===== src/rtl/spi_mem_pkg.sv =====
// Shared opcodes, sequencer states and protocol constants for the SPI memory command path.
package spi_mem_pkg;

    localparam logic [7:0] CMD_WR = 8'h02;
    localparam logic [7:0] CMD_RD = 8'h03;

    localparam int unsigned DUMMY_BYTES = 1;

    typedef enum logic [2:0] {
        IDLE,
        CMD,
        ADDR,
        WDATA,
        RDUMMY,
        RDATA,
        IGNORE
    } state_e;

endpackage


===== src/rtl/spi_mem_req_port.sv =====
// Single-beat memory request holding register with overrun detection.
// A request is frozen until acked; an issue while one is outstanding is dropped and flagged.
module spi_mem_req_port #(
    parameter int unsigned AW = 8
) (
    input  logic          clk_i,
    input  logic          rst_i,
    input  logic          issue_i,
    input  logic          we_i,
    input  logic [AW-1:0] addr_i,
    input  logic [7:0]    wdata_i,
    input  logic          ack_i,
    output logic          req_o,
    output logic          we_o,
    output logic [AW-1:0] addr_o,
    output logic [7:0]    wdata_o,
    output logic          ack_o,
    output logic          ovr_o
);

    logic          req_q, req_d;
    logic          we_q, we_d;
    logic [AW-1:0] addr_q, addr_d;
    logic [7:0]    wdata_q, wdata_d;
    logic          free;
    logic          accept;

    // An ack in the same cycle frees the slot, so a new issue is accepted without overrun.
    always_comb begin
        ack_o   = ack_i & req_q;
        free    = ~req_q | ack_i;
        accept  = issue_i & free;
        ovr_o   = issue_i & ~free;
        req_d   = req_q;
        we_d    = we_q;
        addr_d  = addr_q;
        wdata_d = wdata_q;
        if (accept) begin
            req_d   = 1'b1;
            we_d    = we_i;
            addr_d  = addr_i;
            wdata_d = wdata_i;
        end else if (ack_o) begin
            req_d = 1'b0;
        end
    end

    always_ff @(posedge clk_i or posedge rst_i) begin
        if (rst_i) begin
            req_q   <= 1'b0;
            we_q    <= 1'b0;
            addr_q  <= '0;
            wdata_q <= '0;
        end else begin
            req_q   <= req_d;
            we_q    <= we_d;
            addr_q  <= addr_d;
            wdata_q <= wdata_d;
        end
    end

    assign req_o   = req_q;
    assign we_o    = we_q;
    assign addr_o  = addr_q;
    assign wdata_o = wdata_q;

endmodule


===== src/rtl/spi_mem_cmd_ctrl.sv =====
// Byte-level SPI command sequencer: decodes write/read opcodes, a 4-byte address and data,
// and drives single-beat memory requests with address auto-increment and read prefetch.
module spi_mem_cmd_ctrl #(
    parameter int unsigned ADDR_W = 32,
    parameter int unsigned MEM_AW = 8,
    parameter logic [7:0]  CMD_WR = spi_mem_pkg::CMD_WR,
    parameter logic [7:0]  CMD_RD = spi_mem_pkg::CMD_RD
) (
    input  logic              sys_clk,
    input  logic              sys_rst,
    input  logic              cs_active,
    input  logic [7:0]        rx_data,
    input  logic              rx_valid,
    output logic [7:0]        tx_data,
    output logic              mem_req,
    output logic              mem_we,
    output logic [MEM_AW-1:0] mem_addr,
    output logic [7:0]        mem_wdata,
    input  logic [7:0]        mem_rdata,
    input  logic              mem_ack,
    output logic              busy,
    output logic              err_cmd,
    output logic              err_ovr
);

    import spi_mem_pkg::*;

    state_e            state_q, state_d;
    logic [ADDR_W-1:0] addr_q, addr_d;
    logic [1:0]        cnt_q, cnt_d;
    logic              rd_mode_q, rd_mode_d;
    logic [7:0]        tx_q, tx_d;
    logic              err_cmd_q, err_cmd_d;
    logic              err_ovr_q;
    logic              armed_q, armed_d;
    logic              start;
    logic              issue;
    logic              issue_we;
    logic              ack_v;
    logic              ovr;

    spi_mem_req_port #(
        .AW (MEM_AW)
    ) u_req_port (
        .clk_i   (sys_clk),
        .rst_i   (sys_rst),
        .issue_i (issue),
        .we_i    (issue_we),
        .addr_i  (addr_d[MEM_AW-1:0]),
        .wdata_i (rx_data),
        .ack_i   (mem_ack),
        .req_o   (mem_req),
        .we_o    (mem_we),
        .addr_o  (mem_addr),
        .wdata_o (mem_wdata),
        .ack_o   (ack_v),
        .ovr_o   (ovr)
    );

    // The ack is applied to addr_d first, so a request issued in the same cycle uses the next address.
    always_comb begin
        state_d   = state_q;
        addr_d    = addr_q;
        cnt_d     = cnt_q;
        rd_mode_d = rd_mode_q;
        tx_d      = tx_q;
        err_cmd_d = err_cmd_q;
        armed_d   = armed_q;
        start     = 1'b0;
        issue     = 1'b0;
        issue_we  = 1'b0;

        if (ack_v) begin
            addr_d = addr_q + ADDR_W'(1);
            if (!mem_we && (state_q == RDUMMY || state_q == RDATA)) begin
                tx_d = mem_rdata;
            end
        end

        if (!cs_active) begin
            armed_d = 1'b1;
            state_d = IDLE;
        end else begin
            unique case (state_q)
                IDLE: begin
                    // armed_q remembers a fresh select so the start can wait for an old ack.
                    if (armed_q && !mem_req) begin
                        start     = 1'b1;
                        armed_d   = 1'b0;
                        err_cmd_d = 1'b0;
                        tx_d      = '0;
                        state_d   = CMD;
                    end
                end
                CMD: begin
                    if (rx_valid) begin
                        cnt_d = '0;
                        if (rx_data == CMD_WR) begin
                            rd_mode_d = 1'b0;
                            state_d   = ADDR;
                        end else if (rx_data == CMD_RD) begin
                            rd_mode_d = 1'b1;
                            state_d   = ADDR;
                        end else begin
                            err_cmd_d = 1'b1;
                            state_d   = IGNORE;
                        end
                    end
                end
                ADDR: begin
                    if (rx_valid) begin
                        addr_d = {addr_d[ADDR_W-9:0], rx_data};
                        cnt_d  = cnt_q + 2'd1;
                        if (cnt_q == 2'd3) begin
                            cnt_d = '0;
                            if (rd_mode_q) begin
                                issue   = 1'b1;
                                state_d = RDUMMY;
                            end else begin
                                state_d = WDATA;
                            end
                        end
                    end
                end
                RDUMMY: begin
                    if (rx_valid) begin
                        if (cnt_q == 2'(DUMMY_BYTES - 1)) begin
                            issue   = 1'b1;
                            state_d = RDATA;
                        end else begin
                            cnt_d = cnt_q + 2'd1;
                        end
                    end
                end
                RDATA: begin
                    issue = rx_valid;
                end
                WDATA: begin
                    issue    = rx_valid;
                    issue_we = 1'b1;
                end
                IGNORE: begin
                end
                default: begin
                    state_d = IDLE;
                end
            endcase
        end
    end

    always_ff @(posedge sys_clk or posedge sys_rst) begin
        if (sys_rst) begin
            state_q   <= IDLE;
            addr_q    <= '0;
            cnt_q     <= '0;
            rd_mode_q <= 1'b0;
            tx_q      <= '0;
            err_cmd_q <= 1'b0;
            err_ovr_q <= 1'b0;
            armed_q   <= 1'b0;
        end else begin
            state_q   <= state_d;
            addr_q    <= addr_d;
            cnt_q     <= cnt_d;
            rd_mode_q <= rd_mode_d;
            tx_q      <= tx_d;
            err_cmd_q <= err_cmd_d;
            err_ovr_q <= start ? 1'b0 : (err_ovr_q | ovr);
            armed_q   <= armed_d;
        end
    end

    assign tx_data = (state_q == RDUMMY || state_q == RDATA) ? tx_q : '0;
    assign busy    = (state_q != IDLE) | mem_req;
    assign err_cmd = err_cmd_q;
    assign err_ovr = err_ovr_q;

endmodule


===== config.mk =====
export PLATFORM = sky130hd
export DESIGN_NAME = spi_mem_cmd_ctrl
export DESIGN_NICKNAME = d
export VERILOG_FILES = /design/src/rtl/spi_mem_pkg.sv /design/src/rtl/spi_mem_req_port.sv /design/src/rtl/spi_mem_cmd_ctrl.sv
export SDC_FILE = /design/constraint.sdc
export NUM_CORES = 1
export LEC_CHECK = 0
export CAP_MARGIN = 0
export CORE_UTILIZATION = 27
export CTS_CLUSTER_DIAMETER = 120
export DETAILED_ROUTE_END_ITERATION = 16
export GPL_ROUTABILITY_DRIVEN = 0
export HOLD_SLACK_MARGIN = 0.1
export MAX_ROUTING_LAYER = met4
export PLACE_DENSITY_LB_ADDON = 0.2
export SYNTH_ARGS = -nofsm -noshare
export SYNTH_HDL_FRONTEND = slang
export SYNTH_SLANG_ARGS = --single-unit

===== constraint.sdc =====
create_clock -name sys_clk -period 5.95 [get_ports sys_clk]
set_clock_uncertainty 0.15 [all_clocks]
set_input_delay 0.595 -clock sys_clk [delete_from_list [all_inputs] [get_ports sys_clk]]
set_output_delay 0.595 -clock sys_clk [all_outputs]
set_load 0.01 [all_outputs]

==> results.md, run 1 <==
Outcome:
- The flow ran to the end, and the final reports show no timing, DRC or antenna violations.

CTS:
- No sink is reached through more buffers than the 2 on the longest clock path.
- The post-cts gate resize count is 0.
- Clock latency on the worst-skew pair, taken at its later pin, is 0.29 ns.
- The number of hold buffers added after CTS was 0.
- TritonCTS built the clock tree.
- Once the clock tree was built, the setup fixing pass inserted 0 buffers.
- The TritonCTS sink count is 43.
- The H-tree was split into 2 levels.
- After clock tree synthesis, the clock-pin slew on the worst setup and hold paths is 0.09 ns.
- The clock buffer count from CTS is 5.
- The clock tree root driver cell is sky130_fd_sc_hd__clkbuf_8.

Cells and area:
- The number of cells in the finished layout apart from fillers is approximately 350.
- The antenna diode count is 0.
- The number of fillers in the final layout is around 830.
- The area taken by multi-input logic gates is approximately 1000 um2.
- The layout overhead on the synthesized area is 30.4%.
- In the final layout, flip-flops and latches occupy approximately 1100 um2.
- The proportion of layout cells with a drive suffix above 1 is approximately 8%.
- The net count of the finished layout is approximately 270.

Global route:
- Summed over all layers, the global routing overflow is 0.
- The wire length of the first global-routing pass is 8600 um.
- The pin count of the biggest net entering global routing is 44.
- The number of antenna violations at the first check in global routing was 0.
- The overall fraction of global-route tracks in use is between 10 and 15%.
- The via count of the first global-routing pass is 1696.

Critical path:
- The worst setup path is launched from a flop.
- The endpoint arrival time on the critical path is ~2.3 ns.
- The startpoint of the most critical register-to-register path is state_q[1].
- The setup path with the least slack is of type reg2out.
- The critical path endpoint category is a primary output.
- Tracing the worst setup path back leads to its startpoint at state_q[2].
- Data on the critical path is required at its endpoint by 5.20 ns.
- In this run the worst path has a maximum fanout of 12.

Detailed routing:
- For this block, wires on met1 add up to about 2500 um.
- After detailed routing, the met2 layer carries 2300 um of wire.
- The initial detailed-routing violation count is between 150 and 200.
- The via count normalized by instance count is between 4 and 5.
- The detailed router used layers up to and including met4.
- The routed length per instance is approximately 15 um.
- For this block, the via count after detailed routing is around 1700.
- For this run, the detailed router's first-pass iteration total came to 5.
- For this run, design rule violations remaining after detail routing come to 0.
- The detail route stage leaves a number of antenna-violating nets equal to 0.
- The aggregate routed wire length is about 5100 um.
- The met3 wirelength from detailed routing is around 280 um.

STA:
- The number of max-slew violations in the final report came to 0.
- Derived from the worst setup path, the maximum achievable clock frequency is around 330 MHz.
- Summed over all failing endpoints, the final setup total negative slack is 0 ns.
- The setup violation total in the final timing report is 0.
- Dividing the final minimum period by the clock period gives approximately half.
- The headroom to the max-slew limit is between 30% and 40%.
- The final-report hold violation count came to 0.
- Setup repair after global routing left no endpoint under its margin.
- For the pin with the worst max-slew slack, the measured transition is 0.920 ns.
- For the finished layout, the period the worst path requires is ~3.0 ns.

Yosys:
- The proportion of netlist area held by the largest area contributor is roughly 49%.
- The number of distinct library cells after synthesis is 48.
- Synthesis produced a netlist with a net count of approximately 230.
- After technology mapping, the gate count stands at 201.
- The number of synthesis warnings is 0.
- Of all cell types, the one taking the most synthesized area is sky130_fd_sc_hd__dfrtp_1.
- In this run the mean area of a mapped cell was roughly 11 um2.
- Sequential cells were found to cover approximately 50% of the synthesized design area.
- Yosys mapped a number of flops with a built-in enable equal to 0.
- In this run, synthesis produced a sequential element count of 43.
- For this run, the leading register cell type out of synthesis is sky130_fd_sc_hd__dfrtp_1.
- The post-synthesis cell area is between 2000 and 2500 um2.
- Counting flops with an async set or reset pin after synthesis yields a share of 100%.
- Sorting the synthesized cells by area gives the leading types as sky130_fd_sc_hd__dfrtp_1 (49%), sky130_fd_sc_hd__mux2_1 (6.2%), sky130_fd_sc_hd__mux2i_1 (4.1%), sky130_fd_sc_hd__mux2_2 (4.1%), sky130_fd_sc_hd__and2_1 (2.6%).

Power and ir drop:
- The maximum resistive drop on vdd is roughly 0.13 mV.
- The analysis attributes to cell leakage a power of approximately 1.2 nW.
- In this run the power density over the cells is 380 nW/um2.

Floorplanning:
- The die covers about 8400 um2.
- The floorplan step defined a core boundary enclosing between 7000 and 8000 um2.
- From left edge to right edge, the die measures ~92 um.
- The cell row count is 32.
- 50 I/O pins were placed.
- The initial core utilization is 28.0%.
- The die is slightly above 90 um tall.

Worst hold path:
- The origin of the worst min-delay path is u_req_port.wdata_o[6].
- The class of the tightest hold or removal check is reg2reg.

Placement:
- The number of placed instances, taps included, is 344.
- The detailed placement HPWL is between 3000 and 4000 um.
- Input and output buffers added on the ports amount to 49.

Flow run:
- The max-cap violation count is 0.
[kinds of logic (layout without fill, tap and decap cells)]
logic type / count (synthesis) / after routing / share of synthesized area, %
simple gates: 75 / 75 / 19.1
flops: 43 / 43 / 49.4
compound gates: 31 / 31 / 10.0
fa+ha+maj: 3 / 3 / 1.72
mux: 30 / 30 / 15.2
buf+inv: 16 / 65 / 3.45
xor+xnor: 3 / 3 / 1.21
[where the power goes]
group | switching, mW | internal, mW | total, mW
sequential | 0.0845 | 0.388 | 0.472
combinational | 0.198 | 0.227 | 0.425
clock | 0.101 | 0.0821 | 0.183
total | 0.383 | 0.697 | 1.08
[routing by layer]
layer / vias up / GRT usage, %
met5: - / -
met4: 0 / 3.91
met3: 2 / 3.32
met2: 52 / 19.2
met1: 857 / 18.7
li1: 830 / -
[layout make-up]
cell class,instances,share of cell area (%)
clock buffers,6,2.56
clock inverters,2,0.441
inverters,7,0.925
multi-input cells,142,36.2
flip-flops and latches,43,37.9
well taps,102,4.49
repair buffers,50,17.5
[state kept, by name (all words and copies together), names as in the netlist]
signal,count
addr_q,8
armed_q,1
cnt_q,2
err_cmd,1
err_ovr,1
rd_mode_q,1
state_q,3
tx_q,8
u_req_port.addr_o,8
u_req_port.req_o,1
u_req_port.wdata_o,8
u_req_port.we_o,1
[through the flow]
| step | power [mW] | hold WS, ns | cell area [um2] | util (%) | setup slack [ns] |
|---|---|---|---|---|---|
| 2_1_floorplan | 0.714 | 0.325 | 2180 | - | 3.54 |
| 3_3_place_gp | 0.903 | 0.326 | 2760 | 35.5 | 2.75 |
| 5_1_grt | 1.16 | 0.369 | 2840 | 36.6 | 2.73 |
| 4_1_cts | 1.10 | 0.352 | 2840 | 36.6 | 2.89 |
| 3_5_place_dp | 0.903 | 0.333 | 2760 | 35.5 | 2.68 |
| 6_report | 1.08 | 0.345 | 2840 | 36.6 | 2.91 |
[layout by cell type (no fill, tap or decap), types with 3 or more instances in the layout]
| cell | count |
|---|---|
| sky130_fd_sc_hd__dfrtp_1 | 43 |
| sky130_fd_sc_hd__or4_1 | 3 |
| sky130_fd_sc_hd__a21oi_1 | 7 |
| sky130_fd_sc_hd__o21ai_0 | 4 |
| sky130_fd_sc_hd__nand3_1 | 6 |
| sky130_fd_sc_hd__nand4_1 | 3 |
| sky130_fd_sc_hd__mux2_1 | 12 |
| sky130_fd_sc_hd__clkdlybuf4s50_1 | 49 |
| sky130_fd_sc_hd__a31oi_1 | 3 |
| sky130_fd_sc_hd__nor2_1 | 15 |
| sky130_fd_sc_hd__clkbuf_8 | 5 |
| sky130_fd_sc_hd__ha_1 | 3 |
| sky130_fd_sc_hd__nand2b_1 | 4 |
| sky130_fd_sc_hd__nand2_1 | 11 |
| sky130_fd_sc_hd__nor3_1 | 7 |
| sky130_fd_sc_hd__mux2_2 | 8 |
| sky130_fd_sc_hd__mux2i_1 | 9 |
| sky130_fd_sc_hd__inv_1 | 5 |
| sky130_fd_sc_hd__or3_1 | 4 |
| sky130_fd_sc_hd__and2_1 | 9 |
| sky130_fd_sc_hd__xnor2_1 | 3 |
[synthesized netlist by cell type, types with 6 or more instances]
library cell,count
sky130_fd_sc_hd__dfrtp_1,43
sky130_fd_sc_hd__nor2_1,15
sky130_fd_sc_hd__mux2_1,12
sky130_fd_sc_hd__nand2_1,11
sky130_fd_sc_hd__and2_1,9
sky130_fd_sc_hd__mux2i_1,9
sky130_fd_sc_hd__mux2_2,8
sky130_fd_sc_hd__a21oi_1,7
sky130_fd_sc_hd__nor3_1,7
sky130_fd_sc_hd__inv_1,6
sky130_fd_sc_hd__nand3_1,6
[final timing paths]
path                       slack [ns]  cells past startpoint                     to
max                              2.91                      3             tx_data[4]
max reg2reg                      3.21                      4  u_req_port.wdata_o[3]
min                              0.34                      1  u_req_port.wdata_o[6]
min reg2reg                      0.34                      1  u_req_port.wdata_o[6]
min in group asynchronous        0.57                      3                tx_q[0]
max in group asynchronous        4.68                      3              rd_mode_q
[worst max-delay path: stages, from the launching register on]
cell and delay (ns):
sky130_fd_sc_hd__dfrtp_1 0.56, sky130_fd_sc_hd__nor2b_1 0.67, sky130_fd_sc_hd__and2_1 0.23, sky130_fd_sc_hd__clkdlybuf4s50_1 0.53
Note: power is estimated with default switching activity, not from simulation.
==> run 2, diff against run 1 <==
==> constraint.sdc (replaced) <==
create_clock -name sys_clk -period 2.8 [get_ports sys_clk]
set_clock_uncertainty 0.15 [all_clocks]
set_input_delay 0.28 -clock sys_clk [delete_from_list [all_inputs] [get_ports sys_clk]]
set_output_delay 0.28 -clock sys_clk [all_outputs]
set_load 0.01 [all_outputs]
==> run 2 against run 1 <==
  * Sequential share of layout area down 1.6 points
  * Flip-flop and latch count unchanged
  * Critical path depth grew 1
==> results.md, run 2 (synthesis results as in run 1) <==
Cells and area:
- The proportion of layout cells with a drive suffix above 1 came to 11.5% (+3.5 points).
- The net count of the finished layout is 283 (+3.7%).
- From synthesis to final layout, the design area changed by 36.0%.
- The library cells used most frequently in the layout, excluding fill and tap cells, are sky130_fd_sc_hd__clkdlybuf4s50_1 (49), sky130_fd_sc_hd__dfrtp_1 (43), sky130_fd_sc_hd__nor2_1 (15).
- The antenna diode count was 0 (unchanged).
- The post-layout instance area is 2960 um2 (+4.3%).
- The number of cells in the finished layout apart from fillers is 362 (+2.8%).
- The fraction of the core area covered by cells at the end of the flow is 38.1% (+1.6 points).
- The library cell used most frequently in the layout, excluding fill and tap cells, is sky130_fd_sc_hd__clkdlybuf4s50_1.

Global route:
- The pin count of the biggest net entering global routing is 26 (-41%).
- The global-route congestion overflow total was 0 (unchanged).
- The wire length of the first global-routing pass is 9310 um (+8.3%).
- The number of antenna violations at the first check in global routing is 0 (unchanged).
- The via count of the first global-routing pass is 1804 (+6.4%).
- The overall fraction of global-route tracks in use is 14.7% (+1.3 points).

Flow run:
- The max-cap violation count is 0 (unchanged).

Critical path:
- The endpoint arrival time on the critical path is 1.93 ns (-0.37 ns).
- The startpoint of the worst setup timing path is state_q[2].
- The largest stage delay on the critical path is 0.55 ns (-0.12 ns).
- The startpoint identified for the worst register-to-register timing path is state_q[0].
- The cell class contributing the biggest share of worst-path delay is buffers and inverters.
- STA classifies the critical path endpoint as a primary output.
- The required arrival time at the worst endpoint is 2.37 ns (-2.83 ns).
- The category of the critical setup timing path is reg2out.
- STA classifies the critical path startpoint as a flop.
- The count of buffering cells on the critical path with inverters included came to 2 (+1).
- The worst-path maximum fanout is 12 (unchanged).
- The critical path goes through nor2b_1 -> buf_4 -> and2_1 -> clkdlybuf4s50_1.
- The slowest stage of the critical path belongs to the cell sky130_fd_sc_hd__dfrtp_1.

Power and ir drop:
- The static power due to leakage was 1.23 nW (+6.2%).
- The cell area power density is 849 nW/um2 (+120%).
- The total power draw is 2.51 mW (+130%).
- The maximum resistive drop on vdd came to 0.286 mV (+120%).

Floorplanning:
- The cell row count is 32 (unchanged).
- The area of the placeable core came to 7770 um2 (unchanged).
- The area enclosed by the die boundary is 8430 um2 (unchanged).
- The height of the die is 91.8 um (unchanged).
- The initial core utilization is 28.0% (unchanged).
- The number of top-level design ports was 50 (unchanged).
- The x dimension of the die is 91.8 um (unchanged).

STA:
- The headroom to the max-slew limit is 37.6% (-0.91 points).
- The final-report hold violation count came to 0 (unchanged).
- The setup violation total in the final timing report is 0 (unchanged).
- The transition time of the tightest slew-check pin is 0.930 ns (+0.0105 ns).
- The shortest period the worst path allows is roughly 2.4 ns.
- For this run, the top clock speed supported by timing is about 420 MHz.
- Setup repair after global routing left no endpoint under its margin.
- The smallest hold slack is 0.227 ns (-0.117 ns).
- The number of max-slew violations in the final report is 0 (unchanged).
- The minimum setup slack in the final design is 0.441 ns (-2.47 ns).
- The setup TNS is 0 ns (unchanged).
- The worst path uses around 84% of the clock period.

Detailed routing:
- The routed length per instance is 15.1 um (+3.9%).
- The aggregate routed wire length came to 5480 um (+6.9%).
- The via count is 1737 (-0.23%).
- The number of DRC violations after detailed routing was 0 (unchanged).
- The first-pass iteration count of the detailed router is 4 (-1).
- The initial detailed-routing violation count is 135 (-20%).
- The number of nets with antenna violations after detailed routing is 0 (unchanged).
- The via count normalized by instance count is 4.80 (-3.0%).

Placement:
- The number of placed cells counting well taps was 354 (+2.9%).
- The detailed placement HPWL is 4050 um (+12%).
- The worst slack at placement is 0.137 ns (-2.54 ns).
- The placement-stage cell area is 2830 um2 (+2.7%).
- The count of port buffers added during placement is 49 (unchanged).

CTS:
- The cell sitting at the root of the clock tree is a sky130_fd_sc_hd__clkbuf_8.
- The post-cts gate resize count is 0 (unchanged).
- The deepest level of the CTS H-tree came to 2 (unchanged).
- The clock transition time at the flip-flop clock pins of the worst setup and hold paths is 0.08 ns (about the same).
- The number of setup buffers added after CTS was 0 (unchanged).
- TritonCTS built the clock tree.
- The number of hold-repair buffers added at the cts stage is 0 (unchanged).
- The maximum root-to-sink buffer count is 2 (unchanged).
- The TritonCTS sink count is 43 (unchanged).
- The clock buffer count from CTS came to 5 (unchanged).
- The latest clock arrival within the worst-skew pair is 0.30 ns (about the same).

Worst hold path:
- The class of the tightest hold or removal check is in2async.

Outcome:
- The run finished with clean final reports.
[run 2: cell count changes in the layout (fill, tap and decap cells not counted)]
cell / before / now
sky130_fd_sc_hd__buf_4: 1 / 11
sky130_fd_sc_hd__bufinv_16: 0 / 2
sky130_fd_sc_hd__clkinv_2: 1 / 0
sky130_fd_sc_hd__clkinvlp_4: 1 / 0
[run 2: cell type report]
class	count	area [um2]
clock buffers	6	72.6
clock inverters	2	60.1
fillers	792	4800
well taps	102	128
repair buffers	60	573
inverters	7	26.3
flip-flops and latches	43	1080
multi-input cells	142	1030
[run 2: worst paths after layout]
path / slack, ns / depth (start not counted) / end
min in group sys_clk: 0.35 / 1 / u_req_port.wdata_o[6]
hold / removal: 0.23 / 2 / state_q[0]
setup / recovery: 0.44 / 4 / tx_data[2]
max in group asynchronous: 1.66 / 3 / addr_q[2]
setup reg to reg: 0.62 / 4 / u_req_port.addr_o[1]
hold reg to reg: 0.35 / 1 / u_req_port.wdata_o[6]
[run 2: worst reg2reg max path, stage by stage (launching register included)]
cell and delay, ns:
sky130_fd_sc_hd__dfrtp_1 0.55, sky130_fd_sc_hd__nor4bb_1 0.47, sky130_fd_sc_hd__nand2_1 0.24, sky130_fd_sc_hd__mux2_1 0.38, sky130_fd_sc_hd__mux2_1 0.28
[run 2: power breakdown]
| group | internal, mW | switching (mW) |
|---|---|---|
| Clock | 0.357 | 0.223 |
| Combinational | 0.505 | 0.425 |
| Sequential | 0.824 | 0.180 |
[run 2: layer usage]
metal / vias up / part of all wire [%] / GRT usage (%)
met5: - / 0 / -
met4: 0 / 2.1 / 6.12
met3: 12 / 5.7 / 3.65
met2: 50 / 45 / 21.2
met1: 824 / 47 / 19.6
li1: 851 / - / -
==> run 3, diff against run 2 <==
==> constraint.sdc (replaced) <==
create_clock -name sys_clk -period 1.98 [get_ports sys_clk]
set_clock_uncertainty 0.15 [all_clocks]
set_input_delay 0.198 -clock sys_clk [delete_from_list [all_inputs] [get_ports sys_clk]]
set_output_delay 0.198 -clock sys_clk [all_outputs]
set_load 0.01 [all_outputs]
==> run 3 against run 2 <==
  * First-iteration DRC count decreased by 61%
  * Cell area increased by 7.9%
  * Critical path depth increased by 1
  * Clock power increased by 6.4%
  * Critical path type is now in2reg
  * Largest cell class is now multi-input gates
==> results.md, run 3 (synthesis results as in run 1) <==
Global route:
- The overall fraction of global-route tracks in use is 14.6% (-0.13 points).
- The global-route congestion overflow total is 0 (unchanged).
- The via count of the first global-routing pass came to 1908 (+5.8%).
- The number of antenna violations at the first check in global routing is 0 (unchanged).
- The wire length of the first global-routing pass is 9270 um (-0.38%).
- The pin count of the biggest net entering global routing came to 30 (+15%).

Critical path:
- The largest stage delay on the critical path is 0.54 ns (about the same).
- The worst-path maximum fanout came to 2 (-10).
- The worst setup path is launched from an input pin.
- The largest individual stage delay along the critical path comes from the cell sky130_fd_sc_hd__or4_4.
- The required arrival time at the worst endpoint is 2.01 ns (-0.36 ns).
- The endpoint arrival time on the critical path is 2.00 ns (+0.07 ns).
- The setup path with the least slack is of type in2reg.
- Traced cell by cell, the critical path runs through dlygate4sd2_1 -> or4_4 -> or3_4 -> or3_4 -> mux2_4.
- The critical path endpoint category is a flop.
- By instance count, the cell type seen most on the critical path is sky130_fd_sc_hd__or3_4.

Cells and area:
- The fraction of the core area covered by cells at the end of the flow is 41.2% (+3.0 points).
- The net count of the finished layout was 307 (+8.5%).
- Leaving out fill and tap cells, the most frequent cell in the layout is sky130_fd_sc_hd__dfrtp_1.
- The antenna diode count came to 0 (unchanged).
- The proportion of layout cells with a drive suffix above 1 is 23.6% (+12 points).
- The number of fillers in the final layout came to 778 (-1.8%).
- The top cell types in the final layout, fill and taps aside, are sky130_fd_sc_hd__dfrtp_1 (41), sky130_fd_sc_hd__clkdlybuf4s50_1 (35), sky130_fd_sc_hd__buf_4 (30).
- Relative to the synthesized area, the layout overhead comes to 46.8%.
- The post-layout instance area is 3200 um2 (+7.9%).

STA:
- The setup violation total in the final timing report is 0 (unchanged).
- The transition time of the tightest slew-check pin is 0.599 ns (-0.331 ns).
- The minimum setup slack in the final design is 0.0187 ns (-0.422 ns).
- The number of max-slew violations in the final report is 0 (unchanged).
- The worst path in the final design needs a cycle of 1.96 ns, including I/O delays and setup.
- The maximum achievable frequency is between 500 and 600 MHz.
- The ratio of final minimum period to clock period is between 90 and 100%.
- The headroom to the max-slew limit is 59.8% (+22 points).
- Setup repair after global routing left no endpoint under its margin.
- The final-report hold violation count is 0 (unchanged).

Detailed routing:
- The routed length per instance is 14.3 um (-5.7%).
- The number of nets with antenna violations after detailed routing was 0 (unchanged).
- The first-pass iteration count of the detailed router is 6 (+2).
- The via count normalized by instance count is 4.72 (-1.6%).
- The number of DRC violations after detailed routing was 0 (unchanged).
- The initial detailed-routing violation count is 53 (-61%).
- The via count was 1823 (+5.0%).
- The aggregate routed wire length is 5510 um (+0.53%).

Floorplanning:
- The cell row count was 32 (unchanged).
- The initial core utilization is 28.0% (unchanged).
- The area enclosed by the die boundary is 8430 um2 (unchanged).
- The height of the die was 91.8 um (unchanged).
- The number of top-level design ports is 50 (unchanged).
- The area of the placeable core is 7770 um2 (unchanged).
- The x dimension of the die came to 91.8 um (unchanged).

CTS:
- The maximum root-to-sink buffer count is 2 (unchanged).
- The clock buffer count from CTS was 5 (unchanged).
- The latest clock arrival within the worst-skew pair came to 0.29 ns (about the same).
- The clock tree root driver cell is sky130_fd_sc_hd__clkbuf_8.
- The deepest level of the CTS H-tree was 2 (unchanged).
- The clock transition time at the flip-flop clock pins of the worst setup and hold paths was 0.08 ns (about the same).
- The TritonCTS sink count was 43 (unchanged).
- TritonCTS built the clock tree.

Placement:
- The placement-stage cell area is 3020 um2 (+6.8%).
- The detailed placement HPWL is 4130 um (+2.0%).
- The count of port buffers added during placement is 49 (unchanged).
- The worst slack at placement is -0.513 ns (-0.650 ns).

Power and ir drop:
- The maximum resistive drop on vdd is 0.464 mV (+62%).
- The static power due to leakage is 1.39 nW (+13%).
- The cell area power density is 1120 nW/um2 (+31%).

Outcome:
- The run finished with clean final reports.

Flow run:
- The max-cap violation count is 0 (unchanged).

Worst hold path:
- The worst hold path belongs to the class in2reg.
run 3: metrics by stage:
step | total power [mW] | hold WS, ns | cells | TNS [ns]
after floorplan | 2.15 | 0.180 | 201 | 0
after global placement | 2.90 | 0.325 | 374 | -4.03
after detailed placement | 2.92 | 0.334 | 374 | -3.88
final | 3.57 | 0.101 | 386 | 0
after CTS | 3.58 | 0.218 | 386 | -0.0110
after global routing | 3.84 | 0.108 | 386 | 0
run 3: worst max-delay path: cells and delay by family:
kind | cells | cell delay [ns]
buf+inv | 1 | 0.24
simple gates | 3 | 1.25
mux | 1 | 0.30
run 3: path summary, 6_finish.rpt:
check	from	to	slack, ns	cells after the start
max	rx_data[4]	rd_mode_q	0.02	5
min in group asynchronous	sys_rst	tx_q[7]	0.60	3
max in group asynchronous	sys_rst	state_q[1]	0.56	4
max reg2reg	state_q[2]	u_req_port.addr_o[1]	0.09	4
min reg2reg	u_req_port.wdata_o[3]	u_req_port.wdata_o[3]	0.35	1
min	rx_data[1]	addr_q[1]	0.10	2
run 3: report_power, final:
part	switching (mW)	internal [mW]	total (mW)	leakage [nW]
Combinational	0.697	0.874	1.57	0.777
Clock	0.299	0.319	0.617	0.0515
Sequential	0.212	1.17	1.38	0.560
run 3: routing by layer:
layer | track usage [%] | vias to the layer above | routed length (um)
met5 | - | - | 0
met4 | 4.30 | 0 | 71
met3 | 2.99 | 5 | 226
met2 | 22.6 | 40 | 2530
met1 | 19.2 | 884 | 2680
li1 | - | 894 | -
run 3: repair_timing:
item / in CTS / in global routing
endpoints found under the setup margin: 22 / 23
pin swaps: 3 / 1
hold buffers: 1 / 1
resized for setup: 28 / 14
hold endpoints to repair: 14 / 1
setup buffers: 3 / 0
run 3: area by class of cell:
cell class	instances	area [um2]	share of cell area, %
sequential	43	1080	33.7
inverter	7	26.3	0.822
clock buffer	8	100	3.13
timing repair buffer	84	772	24.1
multi-input combinational	142	1090	34.2
tap	102	128	3.99
